`src/rtl/reg_bank_arbiter.sv`:
```
// ============================================================================
// Module   : reg_bank_arbiter
// Purpose  : Two-port round-robin arbiter and access sequencer in front of a
//            register bank application interface. Each accepted request is
//            captured, issued to the bank until it acknowledges, and its
//            response is returned to the requesting port with a one-cycle
//            done pulse.
// Ports    : clk, rst                - clock (rising edge), sync active-high reset
//            reqN_valid_i/wr_rdn_i/addr_i/wdata_i  - port N request (N = 0,1)
//            reqN_gnt_o              - port N request accepted (combinational)
//            reqN_done_o             - port N access complete (one-cycle pulse)
//            reqN_rdata_o/err_o      - port N response, held until next done
//            bank_ena_o/wr_rdn_o/addr_o/wdata_o/we_o - bank request side
//            bank_rdata_i/ack_i/err_i              - bank response side
// Options  : RB_ARB_TIMEOUT_EN - when defined, an access that sees no
//            bank_ack within TIMEOUT cycles completes with err = 1, rdata = 0.
// Revision : 1.0 - initial release
// ============================================================================
`default_nettype none

module reg_bank_arbiter #(
  parameter int REG_W   = 8,
  parameter int ADDR_W  = 8,
  parameter int TIMEOUT = 15
) (
  input  logic              clk,
  input  logic              rst,
  // port 0
  input  logic              req0_valid_i,
  input  logic              req0_wr_rdn_i,
  input  logic [ADDR_W-1:0] req0_addr_i,
  input  logic [REG_W-1:0]  req0_wdata_i,
  output logic              req0_gnt_o,
  output logic              req0_done_o,
  output logic [REG_W-1:0]  req0_rdata_o,
  output logic              req0_err_o,
  // port 1
  input  logic              req1_valid_i,
  input  logic              req1_wr_rdn_i,
  input  logic [ADDR_W-1:0] req1_addr_i,
  input  logic [REG_W-1:0]  req1_wdata_i,
  output logic              req1_gnt_o,
  output logic              req1_done_o,
  output logic [REG_W-1:0]  req1_rdata_o,
  output logic              req1_err_o,
  // bank side
  output logic              bank_ena_o,
  output logic              bank_wr_rdn_o,
  output logic [ADDR_W-1:0] bank_addr_o,
  output logic [REG_W-1:0]  bank_wdata_o,
  output logic              bank_we_o,
  input  logic [REG_W-1:0]  bank_rdata_i,
  input  logic              bank_ack_i,
  input  logic              bank_err_i
);

  localparam logic [1:0] C_IDLE   = 2'd0;
  localparam logic [1:0] C_ACCESS = 2'd1;
  localparam logic [1:0] C_RESP   = 2'd2;

  // Reject an out-of-range timeout at elaboration; the counter is 8 bits.
  generate
    if ((TIMEOUT < 1) || (TIMEOUT > 255)) begin : g_bad_timeout
      $error("reg_bank_arbiter: TIMEOUT must be in 1..255");
    end
  endgenerate

  logic [1:0]        state_q, state_d;

  // Captured request
  logic              wr_rdn_q;
  logic [ADDR_W-1:0] addr_q;
  logic [REG_W-1:0]  wdata_q;
  logic              port_q;       // port owning the in-flight access
  logic              last_grant_q; // port granted at the most recent handshake

  // Per-port response registers; each port keeps its last response.
  logic [REG_W-1:0]  rdata0_q, rdata1_q;
  logic              err0_q,   err1_q;

  logic              w_gnt0, w_gnt1, w_hs;
  logic              w_timeout;
  logic              w_access_end;

  // --------------------------------------------------------------------------
  // Arbitration: a lone requester wins; under contention the port that was
  // not granted last wins. Grants are only possible in IDLE and never in reset.
  // --------------------------------------------------------------------------
  always_comb begin
    w_gnt0 = 1'b0;
    w_gnt1 = 1'b0;
    if ((state_q == C_IDLE) && !rst) begin
      w_gnt0 = req0_valid_i && (!req1_valid_i ||  last_grant_q);
      w_gnt1 = req1_valid_i && (!req0_valid_i || !last_grant_q);
    end
  end

  assign w_hs = w_gnt0 | w_gnt1;

  // --------------------------------------------------------------------------
  // Optional no-ack timeout
  // --------------------------------------------------------------------------
`ifdef RB_ARB_TIMEOUT_EN
  localparam logic [7:0] C_TO_LAST = 8'(TIMEOUT - 1);

  logic [7:0] to_cnt_q;

  // Counter value k means this is ACCESS cycle k+1, so the last allowed
  // cycle is the one where the count equals TIMEOUT-1. An ack in that same
  // cycle wins because w_timeout is qualified by !bank_ack_i.
  always_ff @(posedge clk) begin
    if (rst) begin
      to_cnt_q <= 8'd0;
    end else if (w_hs) begin
      to_cnt_q <= 8'd0;
    end else if ((state_q == C_ACCESS) && !bank_ack_i) begin
      to_cnt_q <= to_cnt_q + 8'd1;
    end
  end

  assign w_timeout = (state_q == C_ACCESS) && !bank_ack_i && (to_cnt_q == C_TO_LAST);
`else
  assign w_timeout = 1'b0;
`endif

  assign w_access_end = (state_q == C_ACCESS) && (bank_ack_i || w_timeout);

  // --------------------------------------------------------------------------
  // FSM: state register
  // --------------------------------------------------------------------------
  always_ff @(posedge clk) begin
    if (rst) begin
      state_q <= C_IDLE;
    end else begin
      state_q <= state_d;
    end
  end

  // --------------------------------------------------------------------------
  // FSM: next-state logic
  // --------------------------------------------------------------------------
  always_comb begin
    state_d = state_q;
    case (state_q)
      C_IDLE:   if (w_hs)         state_d = C_ACCESS;
      C_ACCESS: if (w_access_end) state_d = C_RESP;
      C_RESP:                     state_d = C_IDLE;
      default:                    state_d = C_IDLE;
    endcase
  end

  // --------------------------------------------------------------------------
  // FSM: outputs
  // --------------------------------------------------------------------------
  always_comb begin
    req0_gnt_o  = w_gnt0;
    req1_gnt_o  = w_gnt1;
    bank_ena_o  = (state_q == C_ACCESS);
    bank_we_o   = (state_q == C_ACCESS) && wr_rdn_q;
    req0_done_o = (state_q == C_RESP) && !port_q && !rst;
    req1_done_o = (state_q == C_RESP) &&  port_q && !rst;
  end

  // Bank request fields hold the last captured request outside ACCESS.
  assign bank_wr_rdn_o = wr_rdn_q;
  assign bank_addr_o   = addr_q;
  assign bank_wdata_o  = wdata_q;

  assign req0_rdata_o = rdata0_q;
  assign req0_err_o   = err0_q;
  assign req1_rdata_o = rdata1_q;
  assign req1_err_o   = err1_q;

  // --------------------------------------------------------------------------
  // Request capture and response registers
  // --------------------------------------------------------------------------
  always_ff @(posedge clk) begin
    if (rst) begin
      wr_rdn_q     <= 1'b0;
      addr_q       <= '0;
      wdata_q      <= '0;
      port_q       <= 1'b0;
      last_grant_q <= 1'b1;
      rdata0_q     <= '0;
      rdata1_q     <= '0;
      err0_q       <= 1'b0;
      err1_q       <= 1'b0;
    end else begin
      if (w_hs) begin
        wr_rdn_q     <= w_gnt1 ? req1_wr_rdn_i : req0_wr_rdn_i;
        addr_q       <= w_gnt1 ? req1_addr_i   : req0_addr_i;
        wdata_q      <= w_gnt1 ? req1_wdata_i  : req0_wdata_i;
        port_q       <= w_gnt1;
        last_grant_q <= w_gnt1;
      end
      // The response lands in the owning port's registers on the last
      // ACCESS cycle, so it is already visible when done pulses in RESP.
      if (w_access_end) begin
        if (!port_q) begin
          rdata0_q <= (bank_ack_i && !wr_rdn_q) ? bank_rdata_i : '0;
          err0_q   <= bank_ack_i ? bank_err_i : 1'b1;
        end else begin
          rdata1_q <= (bank_ack_i && !wr_rdn_q) ? bank_rdata_i : '0;
          err1_q   <= bank_ack_i ? bank_err_i : 1'b1;
        end
      end
    end
  end

endmodule

`default_nettype wire

```
`config.mk`:
```
export PLATFORM = sky130hd
export DESIGN_NAME = reg_bank_arbiter
export DESIGN_NICKNAME = d
export VERILOG_FILES = /design/src/rtl/reg_bank_arbiter.sv
export SDC_FILE = /design/constraint.sdc
export NUM_CORES = 1
export LEC_CHECK = 0
export ABC_AREA = 1
export CORE_ASPECT_RATIO = 0.8
export CORE_MARGIN = 1.5
export CORE_UTILIZATION = 40
export CTS_CLUSTER_SIZE = 20
export DETAILED_ROUTE_END_ITERATION = 10
export PLACE_DENSITY_LB_ADDON = 0.08
export SETUP_SLACK_MARGIN = 0.15
export SLEW_MARGIN = 40
export SYNTH_ARGS = -nofsm -noshare
export SYNTH_HDL_FRONTEND = slang
export SYNTH_SLANG_ARGS = --single-unit
export TNS_END_PERCENT = 50
```
`constraint.sdc`:
```
create_clock -name clk -period 2.1 [get_ports clk]
set_input_delay 0.42 -clock clk [delete_from_list [all_inputs] [get_ports clk]]
set_output_delay 0.42 -clock clk [all_outputs]
set_load 0.03 [all_outputs]
```
After elaboration in Yosys (flattened, before gate mapping)
Index checks and enable logic that the tools add are counted.
- bits in registers: 39
- output and inout bits: 41
- equal/unequal tests: 4
- muxes and demuxes: 10
- reductions and logical operators: 22
- bitwise gates (word level): 2
- operators with widths (operator ; count):
    two-way mux 8 bit ; 3
    logical AND 1 bit ; 10
    logical NOT 1 bit ; 6
    AND reduction 2 bit ; 3
    two-way mux 1 bit ; 4
    two-way mux 2 bit ; 2
    case mux 2 bit (2 select lines) ; 1
    equality test 2 x 1 -> 1 bit, second input constant ; 1
    equality test 2 bit, second input constant ; 1
    logical NOT 2 bit ; 1
    logical OR 1 bit ; 2
    inequality test 2 x 1 -> 1 bit, second input constant ; 1
    inequality test 2 bit, second input constant ; 1
    inverter 1 bit ; 1
    bitwise OR 1 bit ; 1

Depth between registers and ports, before layout
Gate-level depths: netlist of run 1.
- depth after elaboration: 7
- depth in mapped cells: 8

Worst setup path before layout of run 1
OpenSTA, ideal clock, no wires.
- path type: register to output
- start point: reg port_q
- end point: out req0_done_o
- arrival time: 1.515 ns
- setup slack: 0.165 ns
- cell stages (with the launch flop): 3
- cell sequence: dfxtp_1 > clkbuf_1 > nor4_1
- longest elaborated chain between the ends: 3
- ends and longest elaborated chain (what ; line ; text):
    start, declared ; 74 ; logic port_q;
    start signal, assigned ; 193 ; port_q <= w_gnt1;
    logical NOT 1 bit ; -- ;
    logical AND 1 bit (2 in series) ; 160 ; req0_done_o = (state_q == C_RESP) && !port_q && !rst;
    end, declared ; 34 ; output logic req0_done_o,
Every way passes these cells.

Worst setup path in the final report of run 1
- start point: reg port_q
- end point: out req1_done_o
- longest elaborated chain between the ends: 2
- ends and longest elaborated chain (what ; line ; text):
    logical AND 1 bit (2 in series) ; 161 ; req1_done_o = (state_q == C_RESP) && port_q && !rst;
    end, declared ; 43 ; output logic req1_done_o,
Every way passes these cells.

==> metrics.cfg, run 1 <==
[run_status]
status = finished, final reports clean

[worst_setup_path]
cpLargestDelayFamily = flip-flops
endpoint_kind = primary output
cp.required_ns = 1.68
crit_chain = inv_2, nor4_1, buf_4
crit_type = flip-flop to primary output
critPathArrivalTime_ns = 1.47
r2r_cells = 8
max_stage_delay_ns = 0.61
path_buf_inv = 2
critPathMaxFanout = 12
cp_slowest_cell = dfxtp_1
cp.depth = 3
start_kind = flip-flop

[clock_network]
cts_tree = built
clkLatencyLatePin_ns = 0.29
clk_pin_slew_worst_paths_ns = 0.08
clockBufferDepth = 2
cts_buffers = 5
root_buffer = clkbuf_8
numClockSinks = 39
htree_num_levels = 2

[finish]
drive_gt1_frac = 0.1008
nets = 434
antenna_cells = 0
syn_to_final_growth_pct = 54.62

[synthesis]
synth_nets = 343
synth_area_um2 = 1963
synth_most_common_cell = nor2_1
synth.largest_area_cell = dfxtp_1
yosys_warnings = 0
synth_edf_count = 0
ys_seq_elements = 39
postSynthAreaPerCell_um2 = 6.655
synth_ff_type = dfxtp_1
synth-async-reset-ratio = 0
synth.yosys.seq_area_share = 0.3977
netlist_instances = 295
synth_area_leaders = dfxtp_1 40%, nor2_1 14%, nand2_1 10%
synth_cell_types = 24
synth_top_area_share = 0.3977
synth_commonest_cells = 75 x nor2_1, 53 x nand2_1, 39 x dfxtp_1

[die]
die_y_um = 65.66
die_x_um = 81.33
dieArea_um2 = 5340
rows = 22
fp.coreArea_um2 = 4652
ios = 89
initial_core_util = 0.4220

[timing]
worst_pin_slew_ns = 0.4676
tns_ns = 0
hold_slack_ns = 0.4514
fin_worst_skew_ns = 0.005605
rsz0062_at_grt = true
clock.fmax_mhz = 530.3
maxSlewHeadroom = 0.6878
finalCritPeriodShare = 0.8979
setup_viol = 0
fin_crit_ns = 1.886
drv_slew = 0
finalHoldViolations = 0

[detailed_routing]
drc_errors = 0
dr.pass1.iters = 4
antenna_left = 0
vias = 2055
drt_iter0_markers = 147
wl_per_cell_um = 11.69
viasPerCell = 4.597
totalWireLength_um = 5224

[global_routing]
grt_pass1_wl_um = 8473
grt_max_degree = 29
antenna_found_initial = 0
grt_remaining_overflow = 0
grt_usage = 0.2077
first_global_vias = 1801

[placement]
gp_congestion = 0.8939
portBuffers = 88
dp_hpwl_um = 3862

[pwr]
cellLeakagePower_nw = 1.397
p_per_area_nw_per_um2 = 660.0
ir_drop_uv = 419.0

[hold_path]
hold_depth = 2
hold_class = flip-flop to flip-flop

[flow_run]
max_cap_viol_count = 0

==> tightest hold or removal path, stage by stage, from the launching register on <==
cell,delay [ns]
dfxtp_1,0.32
inv_1,0.05
a21oi_1,0.05
==> routing by layer <==
metal  up-vias  wire [um]  GRT usage
met5         -          0          0
met4         0         59    0.06466
met3         8        389    0.05139
met2        59       2180     0.3037
met1       890       2594     0.2969
li1       1098          -          -
==> state kept, by name, summed over array words and instances, names as in the netlist, 2 cells and up <==
name and flops:
req1_rdata_o 8, state_q 2, req0_rdata_o 8, bank_addr_o 8
bank_wdata_o 8
==> area by class of cell <==
| type | count | area, um^2 |
|---|---|---|
| timing repair buffer | 96 | 937.1 |
| inverter | 39 | 147.6 |
| clock buffer | 6 | 82.58 |
| fill | 452 | 1617 |
| tap | 60 | 75.07 |
| multi-input combinational | 205 | 977.2 |
| clock inverter | 2 | 35.03 |
| sequential | 39 | 780.7 |
==> power breakdown <==
part           switching, mW  internal (mW)
combinational          0.283          0.243
sequential            0.0311          0.787
clock                  0.275          0.385
total                  0.589           1.41
==> path summary, 6_finish.rpt <==
kind / from / end / slack [ns]
max: port_q / req1_done_o / 0.21
min: req1_err_o / req1_err_o / 0.45
max reg2reg: state_q[0] / bank_addr_o[3] / 0.73
min reg2reg: req1_err_o / req1_err_o / 0.45
==> repair_timing <==
action / CTS / global route
resized for setup: 1 / 4
endpoints found under the setup margin: 3 / 4
buffers inserted: 0 / 0
hold buffers: 0 / 0
pin swaps: 0 / 1
==> logic make-up after synthesis <==
family | synth area share
AO/OA/AOI/OAI | 0.1052
AND/OR/NAND/NOR | 0.3907
flip-flops | 0.3977
buffers and inverters | 0.1064
==> placed cells by master, fill, tap and decap left out <==
cell type | synthesis | routed
clkinv_2 | 1 | 2
nand2_2 | 3 | 3
nand2_1 | 53 | 53
o21ai_0 | 16 | 16
a21oi_2 | 0 | 1
a21oi_1 | 12 | 11
nand2_4 | 2 | 2
bufinv_16 | 0 | 1
nor2_1 | 75 | 75
nor2_8 | 1 | 1
clkbuf_8 | 0 | 6
dlygate4sd2_1 | 0 | 1
o21ai_1 | 10 | 10
dfxtp_1 | 39 | 39
inv_2 | 8 | 8
nor3_1 | 1 | 1
a21oi_4 | 1 | 1
inv_1 | 29 | 29
nand3_1 | 11 | 11
nor2_4 | 1 | 1
nor4_1 | 2 | 2
clkinv_1 | 1 | 1
nand3b_1 | 16 | 16
clkdlybuf4s50_1 | 0 | 80
dlymetal6s2s_1 | 0 | 3
buf_4 | 0 | 12
nand4_4 | 1 | 1
==> stage by stage <==
stage,utilization,power (mW),setup WS [ns],cell area [um^2],instances
global placement,0.6251,1.355,0.1597,2908,439
CTS,0.6501,2.012,0.02178,3024,447
detailed placement,0.6251,1.361,0.1362,2908,439
global route,0.6525,2.102,0.1349,3035,447
finish,0.6525,2.004,0.2143,3035,447
floorplan,-,1.132,0.1652,1963,295
Power figures use the tool's default switching activity.
==> inputs of run 2 (changes only) <==
CORE_UTILIZATION = 45   (was 40)
==> run 2 against run 1 <==
  * Hold slack got worse by 0.0015 ns
  * Non-clock buffer count increased by 4
  * Combinational power up 4.2%
  * Flip-flop and latch count unchanged
  * Count of clock-buffer cells in the layout did not move
  * Largest power group unchanged
==> metrics.cfg, run 2 (synthesis gave the netlist of run 1 again) <==
[finish]
drive_gt1_frac = 0.1074
fillers = 361
antenna_cells = 0
layout_commonest_cell = clkdlybuf4s50_1
final_cell_mix = 80 x clkdlybuf4s50_1, 75 x nor2_1, 53 x nand2_1
syn_to_final_growth_pct = 57.36
nets = 438

[hold_path]
hold_class = flip-flop to flip-flop

[worst_setup_path]
critPathArrivalTime_ns = 1.47
crit_type = flip-flop to primary output
r2r-end = bank_addr_o[4]
critPathMaxFanout = 5
start_kind = flip-flop
reg2reg_slack_ns = 0.70
worstSetupEndpoint = bank_we_o
cp.required_ns = 1.68
worstSetupStartpoint = state_q[0]
worstReg2RegStart = state_q[0]
r2r_cells = 8
endpoint_kind = primary output

[pwr]
p_per_area_nw_per_um2 = 682.4
total_power_mw = 2.108
cellLeakagePower_nw = 1.425
ir_drop_uv = 420.5

[clock_network]
clk_pin_slew_worst_paths_ns = 0.08
cts_buffers = 5
clkLatencyLatePin_ns = 0.29
htree_num_levels = 2
cts_tree = built
numClockSinks = 39
root_buffer = clkbuf_8
holdBufCountCts = 0
clockBufferDepth = 2

[die]
die_x_um = 76.85
ios = 89
rows = 21
die_y_um = 62.08
initial_core_util = 0.4699
dieArea_um2 = 4770
fp.coreArea_um2 = 4178

[global_routing]
first_global_vias = 1873
grt_usage = 0.2260
grt_max_degree = 26
antenna_found_initial = 0
grt_pass1_wl_um = 8431
grt_remaining_overflow = 0

[timing]
setup_ws_ns = 0.2120
maxSlewHeadroom = 0.7701
tns_ns = 0
drv_slew = 0
clock.fmax_mhz = 529.7
fin_crit_ns = 1.888
finalHoldViolations = 0
worst_pin_slew_ns = 0.3438
finalCritPeriodShare = 0.8991
rsz0062_at_grt = true
fin_worst_skew_ns = 0.004641
setup_viol = 0

[run_status]
status = finished, final reports clean

[placement]
portBuffers = 88
dp_hpwl_um = 3856
post-place-ws_ns = 0.1259
gp_congestion = 0.8628

[detailed_routing]
wl_per_cell_um = 11.73
drc_errors = 0
dr.pass1.iters = 4
antenna_left = 0
viasPerCell = 4.737
vias = 2122
drt_iter0_markers = 118
totalWireLength_um = 5257

[flow_run]
max_cap_viol_count = 0

## run 2: cell types whose count changed in the layout (fill, tap and decap cells not counted), sizes merged
| cell | before | now |
|---|---|---|
| buf | 12 | 16 |
| clkinv | 3 | 2 |
| bufinv | 1 | 2 |
## run 2: worst min-delay path by stage
stage | slack, ns | start | depth (start not counted) | end
2_1_floorplan | 0.45 | last_grant_q | 2 | last_grant_q
3_3_place_gp | 0.43 | req1_err_o | 2 | req1_err_o
3_5_place_dp | 0.45 | req1_err_o | 2 | req1_err_o
4_1_cts | 0.46 | req1_err_o | 2 | req1_err_o
5_1_grt | 0.49 | req0_rdata_o[2] | 2 | req0_rdata_o[2]
6_report | 0.45 | req1_err_o | 2 | req1_err_o
## run 2: final cells by class
class / count / area [um^2] / area share
tap: 57 / 71.32 / 0.02309
inverter: 39 / 147.6 / 0.04779
clock buffer: 6 / 72.57 / 0.02349
sequential: 39 / 780.7 / 0.2527
multi-input combinational: 205 / 977.2 / 0.3163
timing repair buffer: 100 / 979.7 / 0.3171
clock inverter: 2 / 60.06 / 0.01944
## run 2: metal layers
layer,up-vias,track usage,share of wire
met5,-,0,0
met4,0,0.08201,0.017
met3,12,0.06861,0.078
met2,78,0.3515,0.41
met1,926,0.3022,0.49
li1,1106,-,-
## run 2: power breakdown
| group | switching (mW) | internal [mW] |
|---|---|---|
| Combinational | 0.295 | 0.252 |
| Sequential | 0.0256 | 0.787 |
| Clock | 0.274 | 0.475 |
| Total | 0.594 | 1.51 |
## run 2: worst max-delay path: stages (launching register included)
cell	delay, ns
dfxtp_1	0.45
nand2_2	0.17
nor2_1	0.14
dlygate4sd2_1	0.41
## run 2: timing repair
item / in CTS / in global routing
endpoints found under the setup margin: 2 / 4
gates resized for setup: 1 / 4
buffers inserted: 0 / 1
pin swaps: 0 / 1
## run 2: per-stage QoR
step,util,std cells,hold slack [ns],cell area [um^2]
global route,0.7394,448,0.4855,3089
detailed placement,0.7035,439,0.4464,2939
finish,0.7394,448,0.4499,3089
CTS,0.7350,447,0.4554,3070
global placement,0.7035,439,0.4349,2939
floorplan,-,295,0.4505,1963
